$ cat src/rtl/commit_write_scheduler_pkg.sv
// Shared types for the commit write scheduler: register/tag widths, the queued
// commit entry and the rollback ordering states.
package commit_write_scheduler_pkg;

  localparam int unsigned REG_IDX_W = 5;
  localparam int unsigned XLEN      = 32;
  localparam int unsigned ROB_W     = 4;

  typedef struct packed {
    logic [REG_IDX_W-1:0] rd;
    logic [XLEN-1:0]      val;
    logic [ROB_W-1:0]     rob;
  } commit_entry_t;

  localparam int unsigned ENTRY_W = $bits(commit_entry_t);

  typedef enum logic [0:0] {
    StIdle,
    StRbPend
  } rb_state_e;

  // Number of writes accepted in a cycle, as a 2-bit count.
  function automatic logic [1:0] count_writes(input logic a, input logic b);
    return {a & b, a ^ b};
  endfunction

endpackage

$ cat src/rtl/commit_write_scheduler_wb_queue.sv
// Circular write-back buffer: up to 2 pushes and 1 pop per cycle, plus two
// youngest-first lookup ports over the stored entries.
module wb_queue_2in1out
  import commit_write_scheduler_pkg::*;
#(
  parameter int unsigned DEPTH = 4,
  localparam int unsigned PTR_W = $clog2(DEPTH),
  localparam int unsigned CNT_W = $clog2(DEPTH + 1)
) (
  input  logic                 clk,
  input  logic                 rst,
  input  logic                 push0,
  input  logic [ENTRY_W-1:0]   push0_entry,
  input  logic                 push1,
  input  logic [ENTRY_W-1:0]   push1_entry,
  input  logic                 pop,
  output logic [ENTRY_W-1:0]   head,
  output logic [CNT_W-1:0]     count,
  input  logic [REG_IDX_W-1:0] lk0_index,
  output logic                 lk0_hit,
  output logic [XLEN-1:0]      lk0_val,
  input  logic [REG_IDX_W-1:0] lk1_index,
  output logic                 lk1_hit,
  output logic [XLEN-1:0]      lk1_val
);

  commit_entry_t    mem_q [DEPTH];
  logic [PTR_W-1:0] head_q, head_d, tail_q, tail_d;
  logic [CNT_W-1:0] count_q, count_d;
  logic [1:0]       push_n;

  always_comb begin
    push_n  = count_writes(push0, push1);
    tail_d  = tail_q + PTR_W'(push_n);
    head_d  = head_q + PTR_W'(pop);
    count_d = count_q + CNT_W'(push_n) - CNT_W'(pop);
  end

  always_ff @(posedge clk) begin
    if (rst) begin
      head_q  <= '0;
      tail_q  <= '0;
      count_q <= '0;
    end else begin
      head_q  <= head_d;
      tail_q  <= tail_d;
      count_q <= count_d;
    end
  end

  // Payload needs no reset: only slots covered by count are ever observed.
  always_ff @(posedge clk) begin
    if (push0) mem_q[tail_q] <= commit_entry_t'(push0_entry);
    if (push1) mem_q[tail_q + PTR_W'(1)] <= commit_entry_t'(push1_entry);
  end

  // Walk oldest to youngest so the youngest matching entry is the last to overwrite.
  function automatic logic [XLEN:0] lookup(input logic [REG_IDX_W-1:0] idx);
    logic [XLEN:0]    res;
    logic [PTR_W-1:0] slot;
    res = '0;
    for (int k = 0; k < DEPTH; k++) begin
      slot = head_q + PTR_W'(k);
      if (CNT_W'(k) < count_q && idx != '0 && mem_q[slot].rd == idx) begin
        res = {1'b1, mem_q[slot].val};
      end
    end
    return res;
  endfunction

  assign {lk0_hit, lk0_val} = lookup(lk0_index);
  assign {lk1_hit, lk1_val} = lookup(lk1_index);

  assign head  = mem_q[head_q];
  assign count = count_q;

endmodule

$ cat src/rtl/commit_write_scheduler.sv
// Dual-retire to single-port register file commit scheduler with decode bypass
// and rollback ordered behind all pending writes.
module commit_write_scheduler #(
  parameter int unsigned DEPTH = 4,
  parameter int unsigned ROB_W = 4
) (
  input  logic             clk,
  input  logic             rst,
  input  logic             rdy,
  input  logic             c0_valid,
  input  logic [4:0]       c0_rd,
  input  logic [31:0]      c0_val,
  input  logic [ROB_W-1:0] c0_rob,
  input  logic             c1_valid,
  input  logic [4:0]       c1_rd,
  input  logic [31:0]      c1_val,
  input  logic [ROB_W-1:0] c1_rob,
  output logic             commit_ready,
  input  logic             rollback_in,
  output logic             rf_commit_config,
  output logic [4:0]       rf_rd,
  output logic [31:0]      rf_val,
  output logic [ROB_W-1:0] rf_rob,
  output logic             rf_rollback,
  input  logic [4:0]       rs1_index,
  output logic             rs1_hit,
  output logic [31:0]      rs1_val,
  input  logic [4:0]       rs2_index,
  output logic             rs2_hit,
  output logic [31:0]      rs2_val,
  output logic             decode_stall
);
  import commit_write_scheduler_pkg::commit_entry_t;
  import commit_write_scheduler_pkg::rb_state_e;
  import commit_write_scheduler_pkg::StIdle;
  import commit_write_scheduler_pkg::StRbPend;

  localparam int unsigned CNT_W = $clog2(DEPTH + 1);

  rb_state_e        state_q, state_d;
  logic             rb_pend;
  logic [CNT_W-1:0] count;
  logic             keep0, keep1, push0, push1, pop;
  commit_entry_t    c0_ent, c1_ent, push0_ent, head;

  assign rb_pend      = (state_q == StRbPend);
  assign commit_ready = rdy && !rb_pend && ((CNT_W'(DEPTH) - count) >= CNT_W'(2));
  assign decode_stall = rollback_in || rb_pend;

  // x0 writes are architecturally void; compact survivors so c0 stays older.
  always_comb begin
    c0_ent    = '{rd: c0_rd, val: c0_val, rob: c0_rob};
    c1_ent    = '{rd: c1_rd, val: c1_val, rob: c1_rob};
    keep0     = commit_ready && c0_valid && (c0_rd != '0);
    keep1     = commit_ready && c0_valid && c1_valid && (c1_rd != '0);
    push0     = keep0 || keep1;
    push1     = keep0 && keep1;
    push0_ent = keep0 ? c0_ent : c1_ent;
  end

  assign pop = rdy && (count != '0);

  wb_queue_2in1out #(
    .DEPTH(DEPTH)
  ) u_queue (
    .clk        (clk),
    .rst        (rst),
    .push0      (push0),
    .push0_entry(push0_ent),
    .push1      (push1),
    .push1_entry(c1_ent),
    .pop        (pop),
    .head       (head),
    .count      (count),
    .lk0_index  (rs1_index),
    .lk0_hit    (rs1_hit),
    .lk0_val    (rs1_val),
    .lk1_index  (rs2_index),
    .lk1_hit    (rs2_hit),
    .lk1_val    (rs2_val)
  );

  assign rf_commit_config = pop;
  assign rf_rd            = pop ? head.rd  : '0;
  assign rf_val           = pop ? head.val : '0;
  assign rf_rob           = pop ? head.rob : '0;

  // Rollback is released only once the last pending write drains this cycle.
  always_comb begin
    state_d     = state_q;
    rf_rollback = 1'b0;
    unique case (state_q)
      StIdle: begin
        if (rollback_in) state_d = StRbPend;
      end
      StRbPend: begin
        if (rdy && (count == '0 || (count == CNT_W'(1) && pop))) begin
          rf_rollback = 1'b1;
          state_d     = StIdle;
        end
        if (rollback_in) state_d = StRbPend;
      end
      default: state_d = StIdle;
    endcase
  end

  always_ff @(posedge clk) begin
    if (rst) state_q <= StIdle;
    else     state_q <= state_d;
  end

endmodule

$ cat config.mk
export PLATFORM = sky130hd
export DESIGN_NAME = commit_write_scheduler
export DESIGN_NICKNAME = d
export VERILOG_FILES = /design/src/rtl/commit_write_scheduler_pkg.sv /design/src/rtl/commit_write_scheduler_wb_queue.sv /design/src/rtl/commit_write_scheduler.sv
export SDC_FILE = /design/constraint.sdc
export NUM_CORES = 1
export LEC_CHECK = 0
export CORE_UTILIZATION = 41
export CTS_CLUSTER_DIAMETER = 60
export CTS_CLUSTER_SIZE = 20
export DETAILED_ROUTE_END_ITERATION = 7
export GPL_TIMING_DRIVEN = 0
export SYNTH_ARGS = -nofsm -noshare
export SYNTH_HDL_FRONTEND = slang
export SYNTH_SLANG_ARGS = --single-unit
$ cat constraint.sdc
create_clock -name clk -period 12.5 [get_ports clk]
set_input_delay 2.5 -clock clk [delete_from_list [all_inputs] [get_ports clk]]
set_output_delay 2.5 -clock clk [all_outputs]
set_load 0.005 [all_outputs]
==> metrics.txt <==
crit end category=primary output; critical path launch point type=input port; CTS H-tree depth=4; first-pass detailed-route iteration total=5; layout cells sized above 1=0.1737; area of the core=0.03583 sq mm; CTS resizes=0; drt first-iter violations=1636; nets=1928; min Tclk post-route=8675 ps; final period utilization=0.6940; Design Power=3.046 mW; Slew @ Worst Pin=1159 ps; VDD IR max=0.0001113 V; io pins=209; placed cells=2260; Post-Place Worst Slack=3972 ps; leakage power=6.526 nW; worst setup path category=in2out; Area Overhead vs Synth=21.96%; routed len/inst=25.35 microns; initial antenna violation count=1; Die Ht=193.6 microns; worst reg-to-reg setup slack=8390 ps; setup TNS=0 ps; EDFF count, synth=164; Antenna Violating Nets Remaining=0; Diodes inserted=0; gr ovfl total=0; power density over the cells=166.0 mW/mm^2; CP max stage cell=clkbuf_1; FF+latch count, synth=172; via count=14330; clock-pin slew on the worst setup and hold paths=70 ps; max_slew headroom=0.2271; Synth Cell Area=0.01505 sq mm; DRC Markers=0; CTS Buffer Depth=2; Layout Cells excl Fill=2292; Detailed Place HPWL=42.48 mm; Die ar.=0.03748 sq mm; HP Class=reg2reg; largest net degree at the start of global routing=28; CP Max Fanout=10; CTS tree=done; ys async rst share=0; vias per inst=6.253; GP Congestion=0.9627; max frequency=115.3 MHz; Initial Util=0.4200; leading cell type in the layout, fill and taps excluded=mux2_2; Worst Path Arrival=6170 ps; global-route wire length before repair=86.66 mm; Primary FF master, synth=edfxtp_1; Post-CTS Hold Buffers=0; CTS Buf Count=17; Post CTS Setup Buffer Count=0; Final Hold Viols=0; crit-path max cell delay=620 ps; most frequent CP cell=clkbuf_1; clk_lat worst skew=460 ps; IO buf count=198; post-layout worst setup margin=3825 ps; Yosys warning total=0; outcome=finished clean; Sink Count=172; Yosys cell types=56; vias in the first global route=13840; Gate Count Post-Synth=1591; most frequent cells in the layout=mux2_2 (199), clkdlybuf4s50_1 (198), nand2_1 (179); Final Skew=8.898 ps; Mapped Nets=1701; GRT Resource Usage Total=0.3075; die width=193.6 microns; clock root cell=clkbuf_16; CP cell instances=clkbuf_1 -> or4_1 -> nor2_1 -> or3_1 -> or2_2 -> clkbuf_1 -> clkbuf_1 -> nand3_1 -> a21boi_0 -> o31ai_1 -> clkdlybuf4s50_1; final setup fails=0; Seq/Total Area, Yosys=0.3379; RSZ-0062 raised after global routing=false; Post-Syn Area per Cell=9.459 sq um; Worst Path Required=10000 ps; max cap viols=0; Max Slew Vio Count=0; drt total wl=58.09 mm; # rows=69
critical path: cells and delay by family:
| kind | cells | cell delay, ps |
|---|---|---|
| AOI/OAI and AO/OA | 2 | 360 |
| buffers and inverters | 4 | 1990 |
| and+or+nand+nor | 5 | 1310 |
layer usage:
metal | vias up | track usage | share of wire
li1 | 6341 | - | -
met1 | 6952 | 0.4181 | 0.42
met2 | 886 | 0.4708 | 0.44
met3 | 152 | 0.06782 | 0.095
met4 | 2 | 0.1289 | 0.040
met5 | - | 0 | 0.00029
Yosys cell counts (3+ instances only):
cell	count	area, sq um
and3_1	20	125.1
nor2b_1	33	206.5
a21oi_1	89	445.4
mux4_2	19	427.9
o2111ai_1	20	175.2
nand2_1	179	671.9
nor3_1	20	100.1
o311ai_0	8	70.07
clkbuf_1	99	371.6
or2_2	3	18.77
dfxtp_1	8	160.2
nand3_1	22	110.1
nand4_1	7	43.79
mux2i_1	153	1531
o221a_2	20	225.2
a21boi_0	19	142.6
xnor2_1	34	297.8
nor2_1	157	589.3
a221oi_1	23	201.4
xor2_1	11	96.34
buf_6	4	45.04
buf_1	18	67.56
ha_1	11	137.6
mux4_1	5	131.4
and2_1	20	125.1
o31ai_1	58	435.4
edfxtp_1	164	4925
a22oi_1	5	37.54
mux2_2	199	2241
or3_1	24	150.1
o21ai_0	35	175.2
or4_1	5	37.54
inv_1	50	187.7
buf_2	21	105.1
per-stage QoR:
step / utilization / hold slack [ps] / cell area [sq um]
3_5_place_dp: 0.4965 / 521.1 / 17790
6_report: 0.5123 / 526.3 / 18350
3_3_place_gp: 0.4915 / 498.9 / 17610
5_1_grt: 0.5123 / 613.6 / 18350
4_1_cts: 0.5123 / 538.8 / 18350
2_1_floorplan: - / 471.2 / 15050
sequential cells by signal, summed over array words and instances (netlist names):
signal and cells:
u_queue.count 3, u_queue.mem_q 164, u_queue.tail_q 2, u_queue.head_q 2
rb_pend 1
path summary, 6_finish.rpt:
| check | from | end | cells past startpoint |
|---|---|---|---|
| worst max register to register | u_queue.count[0] | u_queue.mem_q[1][21] | 13 |
| worst min register to register | rb_pend | rb_pend | 2 |
| worst min-delay path | rb_pend | rb_pend | 2 |
| worst max-delay path | rs1_index[1] | rs1_val[13] | 11 |
power by group:
group	switching, mW	total [mW]	internal [mW]	leakage, nW
Clock	0.271	0.541	0.270	0.273
Combinational	0.990	1.71	0.716	4.70
Sequential	0.0527	0.799	0.746	1.56
Total	1.31	3.05	1.73	6.53
area by class of cell:
| type | count | area (sq um) |
|---|---|---|
| buffer | 143 | 596.8 |
| clock buffer | 20 | 446.7 |
| clock inverter | 12 | 120.1 |
| fill | 3289 | 17470 |
| inverter | 51 | 191.4 |
| multi-input combinational | 1225 | 9198 |
| sequential | 172 | 5085 |
| tap | 461 | 576.8 |
| timing repair buffer | 208 | 2140 |
kinds of logic after synthesis:
group	share of synthesized area
adder cells (fa/ha/maj)	0.01048
AO/OA/AOI/OAI	0.1351
buffers and inverters	0.05238
AND/OR/NAND/NOR	0.1502
multiplexers	0.2878
flip-flops	0.3379
XOR/XNOR	0.02619
No activity file was read; power rests on OpenSTA's default activity.
